## src/rtl/led_period_meter.sv

```systemverilog
// led_period_meter: measures high/low durations of an asynchronous 1-bit signal in sys_clk cycles,
// reporting one pair per complete period with a strobe, plus a sticky stuck-signal timeout.
module led_period_meter #(
    parameter int          CNT_W       = 26,
    parameter int unsigned TIMEOUT     = 50_000_000,
    parameter int          SYNC_STAGES = 2
) (
    input  logic             sys_clk,
    input  logic             sys_rst,
    input  logic             sig_in,
    input  logic             meas_en,
    output logic [CNT_W-1:0] high_cnt,
    output logic [CNT_W-1:0] low_cnt,
    output logic             meas_valid,
    output logic             timeout
);
    typedef enum logic [2:0] {IDLE, WAIT_EDGE, MEAS_LOW_PRE, MEAS_HIGH, MEAS_LOW} state_t;

    state_t                 state_q, state_d;
    logic [SYNC_STAGES-1:0] sync_q, sync_d;
    logic                   sig_d_q, sig_d_d;
    logic [CNT_W-1:0]       cnt_q, cnt_d;
    logic [CNT_W-1:0]       hi_tmp_q, hi_tmp_d;
    logic [CNT_W-1:0]       high_cnt_q, high_cnt_d;
    logic [CNT_W-1:0]       low_cnt_q, low_cnt_d;
    logic                   meas_valid_q, meas_valid_d;
    logic                   timeout_q, timeout_d;
    logic                   sig_s, rise, fall, tmo;

    assign sig_s = sync_q[SYNC_STAGES-1];
    assign rise  = sig_s & ~sig_d_q;
    assign fall  = ~sig_s & sig_d_q;
    // An edge in the same cycle as the limit is still a valid edge, not a timeout.
    assign tmo   = (64'(cnt_q) == 64'(TIMEOUT)) & ~(rise | fall);

    assign high_cnt   = high_cnt_q;
    assign low_cnt    = low_cnt_q;
    assign meas_valid = meas_valid_q;
    assign timeout    = timeout_q;

    always_comb begin
        sync_d       = {sync_q[SYNC_STAGES-2:0], sig_in};
        sig_d_d      = sig_s;
        state_d      = state_q;
        cnt_d        = (rise | fall) ? CNT_W'(1) : (&cnt_q ? cnt_q : cnt_q + CNT_W'(1));
        hi_tmp_d     = hi_tmp_q;
        high_cnt_d   = high_cnt_q;
        low_cnt_d    = low_cnt_q;
        meas_valid_d = 1'b0;
        timeout_d    = timeout_q;
        if (state_q == IDLE || !meas_en) begin
            cnt_d     = '0;
            timeout_d = 1'b0;
            state_d   = (state_q == IDLE && meas_en) ? WAIT_EDGE : IDLE;
        end else if (tmo) begin
            cnt_d     = '0;
            timeout_d = 1'b1;
            state_d   = WAIT_EDGE;
        end else begin
            case (state_q)
                WAIT_EDGE:    state_d = rise ? MEAS_HIGH : (fall ? MEAS_LOW_PRE : WAIT_EDGE);
                MEAS_LOW_PRE: state_d = rise ? MEAS_HIGH : MEAS_LOW_PRE;
                MEAS_HIGH: if (fall) begin
                    hi_tmp_d = cnt_q;
                    state_d  = MEAS_LOW;
                end
                MEAS_LOW: if (rise) begin
                    high_cnt_d   = hi_tmp_q;
                    low_cnt_d    = cnt_q;
                    meas_valid_d = 1'b1;
                    timeout_d    = 1'b0;
                    state_d      = MEAS_HIGH;
                end
                default: state_d = IDLE;
            endcase
        end
    end

    always_ff @(posedge sys_clk or posedge sys_rst) begin
        if (sys_rst) begin
            state_q      <= IDLE;
            sync_q       <= '0;
            sig_d_q      <= 1'b0;
            cnt_q        <= '0;
            hi_tmp_q     <= '0;
            high_cnt_q   <= '0;
            low_cnt_q    <= '0;
            meas_valid_q <= 1'b0;
            timeout_q    <= 1'b0;
        end else begin
            state_q      <= state_d;
            sync_q       <= sync_d;
            sig_d_q      <= sig_d_d;
            cnt_q        <= cnt_d;
            hi_tmp_q     <= hi_tmp_d;
            high_cnt_q   <= high_cnt_d;
            low_cnt_q    <= low_cnt_d;
            meas_valid_q <= meas_valid_d;
            timeout_q    <= timeout_d;
        end
    end
endmodule

```

## config.mk

```make
export PLATFORM = sky130hd
export DESIGN_NAME = led_period_meter
export DESIGN_NICKNAME = d
export VERILOG_FILES = /design/src/rtl/led_period_meter.sv
export SDC_FILE = /design/constraint.sdc
export NUM_CORES = 1
export LEC_CHECK = 0
export CORE_AREA = 2 2 114 116
export CTS_CLUSTER_DIAMETER = 100
export DETAILED_ROUTE_END_ITERATION = 8
export DIE_AREA = 0 0 116 118
export GPL_TIMING_DRIVEN = 0
export PLACE_DENSITY = 0.62
export SKIP_CTS_REPAIR_TIMING = 1
export SLEW_MARGIN = 20
export SYNTH_ARGS = -nofsm -noshare
export SYNTH_HDL_FRONTEND = slang
export SYNTH_SLANG_ARGS = --single-unit
```

## constraint.sdc

```tcl
create_clock -name sys_clk -period 4.9 [get_ports sys_clk]
set_input_delay 0.98 -clock sys_clk [delete_from_list [all_inputs] [get_ports sys_clk]]
set_output_delay 0.98 -clock sys_clk [all_outputs]
set_load 0.005 [all_outputs]
```

==> results of run 1 <==
## critical path: cells and delay by family, from the launching register on
kind | cells | cell delay [ns]
adder cells (fa/ha/maj) | 1 | 0.16
buffers and inverters | 3 | 0.89
flip-flops | 1 | 0.47
AND/OR/NAND/NOR | 5 | 1.14
## flip-flops by register name, indices dropped and copies added (netlist names)
name	cells
meas_valid	1
timeout	1
cnt_q	26
sync_q	2
sig_d_q	1
hi_tmp_q	26
low_cnt	26
state_q	3
high_cnt	26
## area by class of cell
cell class                 instances  area [µm²]
fill                            1139        6422
clock buffer                      10       239.0
clock inverter                     6       67.56
buffer                            18       140.1
multi-input combinational        232        1891
timing repair buffer              58       598.1
tap                              172       215.2
inverter                           9       38.79
sequential                       112        2803
## per-stage QoR
stage	cell area, µm²	setup TNS [ns]
5_1_grt	5992	0
3_3_place_gp	5653	-71.21
6_report	5992	0
3_5_place_dp	5685	0
2_1_floorplan	4867	0
4_1_cts	5992	0
## layer usage
metal  wire (µm)  share of wire  vias to the layer above  track usage
met3         304          0.032                       15      0.03141
met4         211          0.022                        0      0.06696
met1        4697           0.49                     1613       0.2139
met2        4418           0.46                       56       0.2178
li1            -              -                     1482            -
met5           0              0                        -            0
## where the power goes
group          total [mW]  leakage [nW]  switching (mW)  internal [mW]
Clock               0.752         0.145           0.339          0.412
Sequential          0.938          1.55         0.00805          0.930
Combinational      0.0644          1.02          0.0430         0.0213
Total                1.75          2.72           0.390           1.36
## cell usage after synthesis (2+ instances only)
cell type / n
dfrtp_1: 112
mux2_2: 78
nor2_1: 30
xor2_1: 13
nand2_1: 12
a21oi_1: 10
nor3_1: 10
buf_6: 9
inv_1: 9
nand3_1: 8
nand4_1: 8
and4_1: 5
clkbuf_1: 5
ha_1: 5
and3_1: 4
buf_2: 4
nor4_1: 4
o31ai_1: 4
or4_1: 4
o2111ai_1: 3
o21ai_0: 3
or3_1: 3
a31oi_1: 2
and2_1: 2
nor2_2: 2
nor4b_1: 2
o211ai_1: 2
o22a_1: 2
o311ai_0: 2
xnor2_1: 2
## cell families after synthesis
| kind of cell | count (synthesis) | share of synthesized area |
|---|---|---|
| mux | 79 | 0.1825 |
| simple gates | 100 | 0.1152 |
| fa+ha+maj | 6 | 0.01491 |
| buf+inv | 27 | 0.03573 |
| compound gates | 32 | 0.04885 |
| flops | 112 | 0.5758 |
| xor+xnor | 15 | 0.02699 |
## worst max-delay path by stage
| stage | from | to | slack [ns] | cells past startpoint |
|---|---|---|---|---|
| global route | cnt_q[0] | cnt_q[20] | 1.84 | 9 |
| floorplan | sys_rst | cnt_q[0] | 0.96 | 1 |
| detailed placement | meas_en | high_cnt[1] | 1.91 | 5 |
| global placement | sys_rst | high_cnt[20] | -0.64 | 2 |
| finish | cnt_q[0] | cnt_q[1] | 2.11 | 9 |
| CTS | cnt_q[0] | cnt_q[1] | 2.07 | 9 |
==> reports/results.tsv, run 1 <==
metric	value	unit
outcome	finished clean	
Clock Tree Root	clkbuf_16	
Post-synth ARST share	1.000	
cell accounting for the most synthesized area	dfrtp_1	
max_cap viols	0	
Crit Path Category	reg -> reg	
IO buf count	57	
initial antenna violation count	0	
Die W	116	µm
cells after synthesis	371	
Clock Skew	0.007556	ns
Detailed Route WL	9631	µm
number of enable flip-flop cells after synthesis	0	
post-synth net total	380	
final worst slack	2.113	ns
Final setup viols	0	
RSZ-0062 raised after global routing	false	
Die H	118	µm
global-route wire length before repair	16100	µm
hold path depth	0	
sequential share of the synthesized area	0.5758	
area growth from synthesis to layout	23.11	%
All-Layer GR Usage	0.1495	
Max Buffers Root-to-Sink	2	
f_max	0.3589	GHz
commonest cells after routing, fill and taps aside	dfrtp_1 (112), mux2_2 (78), clkdlybuf4s50_1 (57)	
dpl hpwl	6539	µm
clk sink count	112	
slowest CP cell	dfrtp_1	
Detailed Route Iter0 Violations	208	
Hold Path Sink	sync_q[1]	
slew margin rel.	0.3278	
CTS tree	done	
Leak	2.724	nW
CTS HTree Levels	3	
Row Count	41	
crit-path cells	inv_1, ha_1, nor4bb_1, nand4_1, nor3_1, or3_1, clkbuf_1, clkbuf_1, nor2_1	
worst hold margin	0.3526	ns
total CTS buffers	9	
drt first pass iters	4	
hold_sp	sync_q[0]	
cell mode on critical path	clkbuf_1	
per-cell routed wire length	15.61	µm
Die Area	0.01369	mm²
Layout Nets	449	
CP Capture Type	flip-flop	
detailed-route vias per instance	5.131	
largest net degree at the start of global routing	58	
number of diodes	0	
Pwr Total	1.754	mW
critical path's largest stage delay	0.47	ns
Remaining DRCs	0	
Boundary Pins	58	
cell count after placement	601	
share of Yosys cell area claimed by the top area cell type	0.5758	
YS warnings	0	
DRT antenna net count	0	
Clk pin slew, worst setup/hold paths	0.07	ns
Synth Flop Type	dfrtp_1	
Final min period	2.787	ns
layout cell share with drive strength beyond 1	0.2629	
required time worst endpoint	5.12	ns
FF-to-FF setup slack	2.11	ns
pwr/cell area	292.8	mW/mm²
worst-path fanout max	10	
Mapped Area	0.004867	mm²
global route total overflow	0	
worst slew pin tran	0.9991	ns
Finished Core Util	0.4827	
Worst R2R Start	cnt_q[0]	
Clk Latency, worst-skew pair	0.35	ns
type of the worst min-delay path	reg -> reg	
vias in the first global route	3106	
#FFs+latches synth	112	
most common cell after layout, fill and taps aside	dfrtp_1	
Core Footprint	0.01241	mm²
Setup WS pre-CTS	1.914	ns
Peak VDD IR	0.1456	mV
Crit Reg-Reg Endpoint	cnt_q[1]	
startpoint types	flip-flop	
crit path DAT	3.00	ns
Final period util	0.5687	
max-slew violations	0	
RePlAce Congestion	0.8490	
via count	3166	
Initial Util	0.3921	
length in cells of the worst reg-to-reg path	9	
Syn Area/Cell	13.12	µm²
top post-synthesis cells by area	dfrtp_1 (58%), mux2_2 (18%), xor2_1 (2.3%), nor2_1 (2.3%), buf_6 (2.1%)	
final hold vios	0	
Post-Layout Cell Count	617	
unique cell type count in the Yosys netlist	42	
(Power assumes the default switching activity.)
==> inputs of run 2 (changes only) <==
clock period = 2.8 ns   (was 4.9 ns; I/O delays follow)
==> reports/results.tsv, run 2 (synthesized netlist as in run 1, its figures left out) <==
metric	value	unit	change
RSZ-0062 raised after global routing	false		unchanged
type of the worst min-delay path	reg -> reg		unchanged
IO buf count	57		unchanged
CP top delay family	simple AND/OR/NAND/NOR gates		unchanged
Buf/Inv on CP	2		was 3
slew margin rel.	0.5720		was 0.3278
Die H	118	µm	unchanged
All-Layer GR Usage	0.1516		was 0.1495
CTS tree	done		unchanged
per-cell routed wire length	15.61	µm	about the same
CTS HTree Levels	3		unchanged
Layout Nets	450		was 449
FF-to-FF setup slack	0.12	ns	was 2.11 ns
Detailed Route WL	9647	µm	was 9631 µm
dpl hpwl	6748	µm	was 6539 µm
Finished Core Util	0.4854		was 0.4827
DRT antenna net count	0		unchanged
Peak VDD IR	0.2736	mV	was 0.1456 mV
Remaining DRCs	0		unchanged
max_cap viols	0		unchanged
Die W	116	µm	unchanged
cell count after placement	603		was 601
detailed-route vias per instance	5.086		was 5.131
Crit Path Category	reg -> reg		unchanged
Clock Skew	0.01009	ns	was 0.007556 ns
worst-path fanout max	10		unchanged
clk sink count	112		unchanged
worst slew pin tran	0.6414	ns	was 0.9991 ns
via count	3143		was 3166
critical path's largest stage delay	0.52	ns	was 0.47 ns
RePlAce Congestion	0.8522		was 0.8490
slowest CP cell	o41ai_4		was dfrtp_1
layout cell share with drive strength beyond 1	0.2735		was 0.2629
Pwr Total	3.032	mW	was 1.754 mW
commonest cells after routing, fill and taps aside	dfrtp_1 (112), mux2_2 (78), clkdlybuf4s50_1 (57)		unchanged
Core Footprint	0.01241	mm²	unchanged
Final min period	2.683	ns	was 2.787 ns
total CTS buffers	9		unchanged
Final setup viols	0		unchanged
Clk pin slew, worst setup/hold paths	0.07	ns	about the same
CP Capture Type	flip-flop		unchanged
Initial Util	0.3921		unchanged
crit path DAT	2.90	ns	was 3.00 ns
Detailed Route Iter0 Violations	153		was 208
largest net degree at the start of global routing	34		was 58
Max Buffers Root-to-Sink	2		unchanged
final hold vios	0		unchanged
Internal Pwr Total	2.388	mW	was 1.364 mW
drt first pass iters	4		unchanged
Clk pwr share	0.419		was 0.428
startpoint types	flip-flop		unchanged
Row Count	41		unchanged
pwr/cell area	503.1	mW/mm²	was 292.8 mW/mm²
Filler cells	1119		was 1139
Final period util	0.9582		was 0.5687
switching share of total power	0.2124		was 0.2225
number of diodes	0		unchanged
Comb pwr share	0.039		was 0.037
Post-Layout Cell Count	618		was 617
Psw	0.6440	mW	was 0.3903 mW
Die Area	0.01369	mm²	unchanged
required time worst endpoint	3.02	ns	was 5.12 ns
Boundary Pins	58		unchanged
vias in the first global route	3186		was 3106
worst hold margin	0.3515	ns	was 0.3526 ns
area growth from synthesis to layout	23.80	%	was 23.11%
setup TNS	0	ns	unchanged
crit-path cells	inv_1, ha_1, nor4bb_1, nand4_1, o41ai_4, nor2_2, buf_6, mux2_2		was inv_1, ha_1, nor4bb_1, nand4_1, nor3_1, or3_1, clkbuf_1, clkbuf_1, nor2_1
most common cell after layout, fill and taps aside	dfrtp_1		unchanged
Sequential Power Share	0.542		was 0.535
outcome	finished clean		unchanged
global route total overflow	0		unchanged
initial antenna violation count	0		unchanged
Leak	2.740	nW	was 2.724 nW
Clk Latency, worst-skew pair	0.34	ns	was 0.35 ns
max-slew violations	0		unchanged
Clock Tree Root	clkbuf_16		unchanged
global-route wire length before repair	16370	µm	was 16100 µm
f_max	0.3727	GHz	was 0.3589 GHz
-- run 2: changes by cell type in the layout (fill, tap and decap cells not counted), sizes merged --
cell,change
buf,+2
clkinv,+1
inv,-2
-- run 2: layout make-up --
type                            count  area [µm²]  share of cell area
Timing Repair Buffer               60       630.6              0.1047
Inverter                            9       37.54            0.006229
Clock buffer                       11       242.7             0.04028
Clock inverter                      5       56.30            0.009344
Sequential cell                   112        2803              0.4651
Multi-Input combinational cell    232        1902              0.3156
Buffer                             17       138.9             0.02305
Tap cell                          172       215.2             0.03571
-- run 2: routing by layer --
layer / vias up / wire length, µm / global-route usage
met5: - / 0 / 0
met4: 0 / 148 / 0.04390
met3: 11 / 360 / 0.03656
met2: 61 / 4529 / 0.2270
met1: 1601 / 4608 / 0.2189
li1: 1470 / - / -
-- run 2: per-stage QoR --
step	setup WS, ns	cell area (µm²)
floorplan	0.5823	4871
global placement	-0.2016	5657
detailed placement	-0.05981	5717
CTS	-0.07136	6016
global route	0.02524	6026
finish	0.1169	6026
-- run 2: power groups by stage --
stage / combinational [mW] / clock [mW] / sequential (mW)
after CTS: 0.120 / 1.32 / 1.64
after floorplan: 0.0781 / 0 / 1.67
after global placement: 0.106 / 0 / 1.67
after global routing: 0.134 / 1.38 / 1.64
after detailed placement: 0.121 / 0 / 1.67
final: 0.118 / 1.27 / 1.64
-- run 2: worst paths after layout --
check,startpoint,end,cells past startpoint
setup / recovery,cnt_q[0],high_cnt[3],8
hold / removal,sync_q[0],sync_q[1],0
min in group asynchronous,sys_rst,high_cnt[6],2
max in group asynchronous,sys_rst,high_cnt[16],4
hold reg to reg,sync_q[0],sync_q[1],0
setup reg to reg,cnt_q[0],high_cnt[3],8
==> inputs of run 3 (changes only) <==
ABC_AREA = 1   (was unset)
CAP_MARGIN = 15   (was unset)
CORE_AREA = 2 2 121 123   (was 2 2 114 116)
DIE_AREA = 0 0 123 125   (was 0 0 116 118)
==> reports/results.tsv, run 3 <==
metric	value	unit	change
pwr/cell area	463.0	mW/mm²	was 503.1 mW/mm²
DRT antenna net count	0		unchanged
Clk Latency, worst-skew pair	0.36	ns	was 0.34 ns
RePlAce Congestion	0.9750		was 0.8522
outcome	finished clean		unchanged
crit-path cells	ha_1, buf_2, nand3_1, inv_1, nand2_1, nor2_1, nand3b_1, nor2_1, nand2_1, buf_2, o21ai_1		was inv_1, ha_1, nor4bb_1, nand4_1, o41ai_4, nor2_2, buf_6, mux2_2
YS warnings	0		unchanged
final hold vios	0		unchanged
max-slew violations	0		unchanged
cells after synthesis	718		was 371
Peak VDD IR	0.2607	mV	was 0.2736 mV
post-synth net total	727		was 380
CTS tree	done		unchanged
Synth Flop Type	dfrtp_1		unchanged
Row Count	44		was 41
Remaining DRCs	0		unchanged
global route total overflow	0		unchanged
Internal Pwr Total	2.374	mW	was 2.388 mW
Syn Area/Cell	7.706	µm²	was 13.12 µm²
initial antenna violation count	0		unchanged
Clock Skew	0.005272	ns	was 0.01009 ns
area growth from synthesis to layout	21.78	%	was 23.80%
multi-input logic area	0.002342	mm²	was 0.001902 mm²
Die Area	0.01538	mm²	was 0.01369 mm²
number of enable flip-flop cells after synthesis	0		unchanged
f_max	0.4014	GHz	was 0.3727 GHz
dpl hpwl	11700	µm	was 6748 µm
number of diodes	0		unchanged
cell accounting for the most synthesized area	dfrtp_1		unchanged
layout cell share with drive strength beyond 1	0.07170		was 0.2735
Filler cells	1417		was 1119
Detailed Route WL	15700	µm	was 9647 µm
Sequential Power Share	0.522		was 0.542
Post-synth ARST share	1.000		unchanged
Leak	3.343	nW	was 2.740 nW
RSZ-0062 raised after global routing	false		unchanged
Die H	125	µm	was 118 µm
clk sink count	112		unchanged
critical path startpoint	cnt_q[1]		was cnt_q[0]
via count	4951		was 3143
commonest cells after routing, fill and taps aside	nand2_1 (261), nand3_1 (126), dfrtp_1 (112)		was dfrtp_1 (112), mux2_2 (78), clkdlybuf4s50_1 (57)
Register Area	0.002803	mm²	unchanged
top post-synthesis cells by area	dfrtp_1 (51%), nand2_1 (18%), nand3_1 (11%), nor2_1 (5.0%), inv_1 (2.9%)		was dfrtp_1 (58%), mux2_2 (18%), xor2_1 (2.3%), nor2_1 (2.3%), buf_6 (2.1%)
share of Yosys cell area claimed by the top area cell type	0.5066		was 0.5758
CP Capture Type	flip-flop		unchanged
Final min period	2.491	ns	was 2.683 ns
max_cap viols	0		unchanged
drt first pass iters	5		was 4
Clk pwr share	0.425		was 0.419
Comb pwr share	0.053		was 0.039
total CTS buffers	9		unchanged
sequential share of the synthesized area	0.5066		was 0.5758
Die W	123	µm	was 116 µm
Max Buffers Root-to-Sink	2		unchanged
slowest CP cell	dfrtp_1		was o41ai_4
worst slew pin tran	0.8091	ns	was 0.6414 ns
All-Layer GR Usage	0.2148		was 0.1516
Finished Core Util	0.4744		was 0.4854
Buf/Inv on CP	3		was 2
unique cell type count in the Yosys netlist	31		was 42
Clk pin slew, worst setup/hold paths	0.07	ns	about the same
switching share of total power	0.2390		was 0.2124
slew margin rel.	0.4586		was 0.5720
vias in the first global route	4630		was 3186
CTS HTree Levels	3		unchanged
global-route wire length before repair	25050	µm	was 16370 µm
required time worst endpoint	3.08	ns	was 3.02 ns
#FFs+latches synth	112		unchanged
Detailed Route Iter0 Violations	377		was 153
IO buf count	57		unchanged
Core Footprint	0.01420	mm²	was 0.01241 mm²
Final setup viols	0		unchanged
worst-path fanout max	10		unchanged
most numerous cell in the Yosys netlist	nand2_1		was dfrtp_1
Worst R2R Start	cnt_q[1]		was cnt_q[0]
Initial Util	0.3895		was 0.3921
crit path DAT	2.77	ns	was 2.90 ns
Clock Tree Root	clkbuf_16		unchanged
Mapped Area	0.005533	mm²	was 0.004867 mm²
worst hold margin	0.3524	ns	was 0.3515 ns
Boundary Pins	58		unchanged
CP top delay family	simple AND/OR/NAND/NOR gates		unchanged
detailed-route vias per instance	5.057		was 5.086
Crit Path Category	reg -> reg		unchanged
critical path's largest stage delay	0.58	ns	was 0.52 ns
hold_sp	sync_q[0]		unchanged
per-cell routed wire length	16.04	µm	was 15.61 µm
type of the worst min-delay path	reg -> reg		unchanged
largest net degree at the start of global routing	35		was 34
Layout Nets	799		was 450
synth cell count leaders	nand2_1 (261), nand3_1 (126), dfrtp_1 (112)		was dfrtp_1 (112), mux2_2 (78), nor2_1 (30)
most common cell after layout, fill and taps aside	nand2_1		was dfrtp_1
startpoint types	flip-flop		unchanged
Final period util	0.8897		was 0.9582
Psw	0.7455	mW	was 0.6440 mW
run 3: changes by cell type after synthesis, sizes merged, moves of 7 or more:
cell and change:
xor2 -10, buf +18, nand2 +254, a21oi -7
o21ai +18, mux2 -78, nand3 +120, inv +35
nor2 +47
run 3: power by group through the flow:
stage / registers, mW / clock network, mW / logic [mW]
after CTS: 1.63 / 1.36 / 0.168
after global placement: 1.66 / 0 / 0.149
final: 1.63 / 1.33 / 0.165
after floorplan: 1.66 / 0 / 0.103
after detailed placement: 1.66 / 0 / 0.167
after global routing: 1.63 / 1.44 / 0.186
run 3: final timing paths:
path	endpoint	slack, ns	depth (start not counted)
max	cnt_q[11]	0.31	11
min	sync_q[1]	0.35	0
max reg2reg	cnt_q[11]	0.31	11
min reg2reg	sync_q[1]	0.35	0
max in group asynchronous	cnt_q[22]	1.54	4
min in group asynchronous	low_cnt[10]	0.57	2
run 3: final cells by class:
class,instances,share of cell area
Buffer,38,0.03268
Clock inverter,6,0.01133
Inverter,44,0.02544
Clock buffer,10,0.03398
Sequential cell,112,0.4160
Multi-Input combinational cell,524,0.3476
Timing Repair Buffer,61,0.09879
Tap cell,184,0.03417
run 3: cells by family after synthesis:
group	count (synthesis)	share of synthesized area
buffers and inverters	82	0.07010
AOI/OAI and AO/OA	26	0.02442
and+or+nand+nor	489	0.3813
adders and majority gates	5	0.01131
xor gates and xnor gates	4	0.006333
DFF	112	0.5066
run 3: metrics by stage:
step                      instance area (µm²)  power, mW  setup slack (ns)  cells  setup TNS, ns
after floorplan                          5537      1.762            0.8825    718              0
after global placement                   6337      1.809           -0.2106    959         -22.53
after detailed placement                 6432      1.827            0.3593    963              0
after CTS                                6738      3.155            0.3325    979              0
after global routing                     6738      3.251            0.1188    979              0
final                                    6738      3.119            0.3087    979              0
run 3: per-layer routing:
metal	GRT usage	vias up	share of wire
met5	0	-	0
met3	0.03376	33	0.047
met4	0.07420	0	0.024
met1	0.3061	2343	0.47
met2	0.3328	138	0.46
li1	-	2437	-
run 3: worst reg2reg max path, cell delays in order, from the launching register on:
cell and delay, ns:
dfrtp_1 0.58, ha_1 0.21, buf_2 0.21, nand3_1 0.15, inv_1 0.16, nand2_1 0.12, nor2_1 0.22, nand3b_1 0.10
nor2_1 0.10, nand2_1 0.19, buf_2 0.26, o21ai_1 0.11
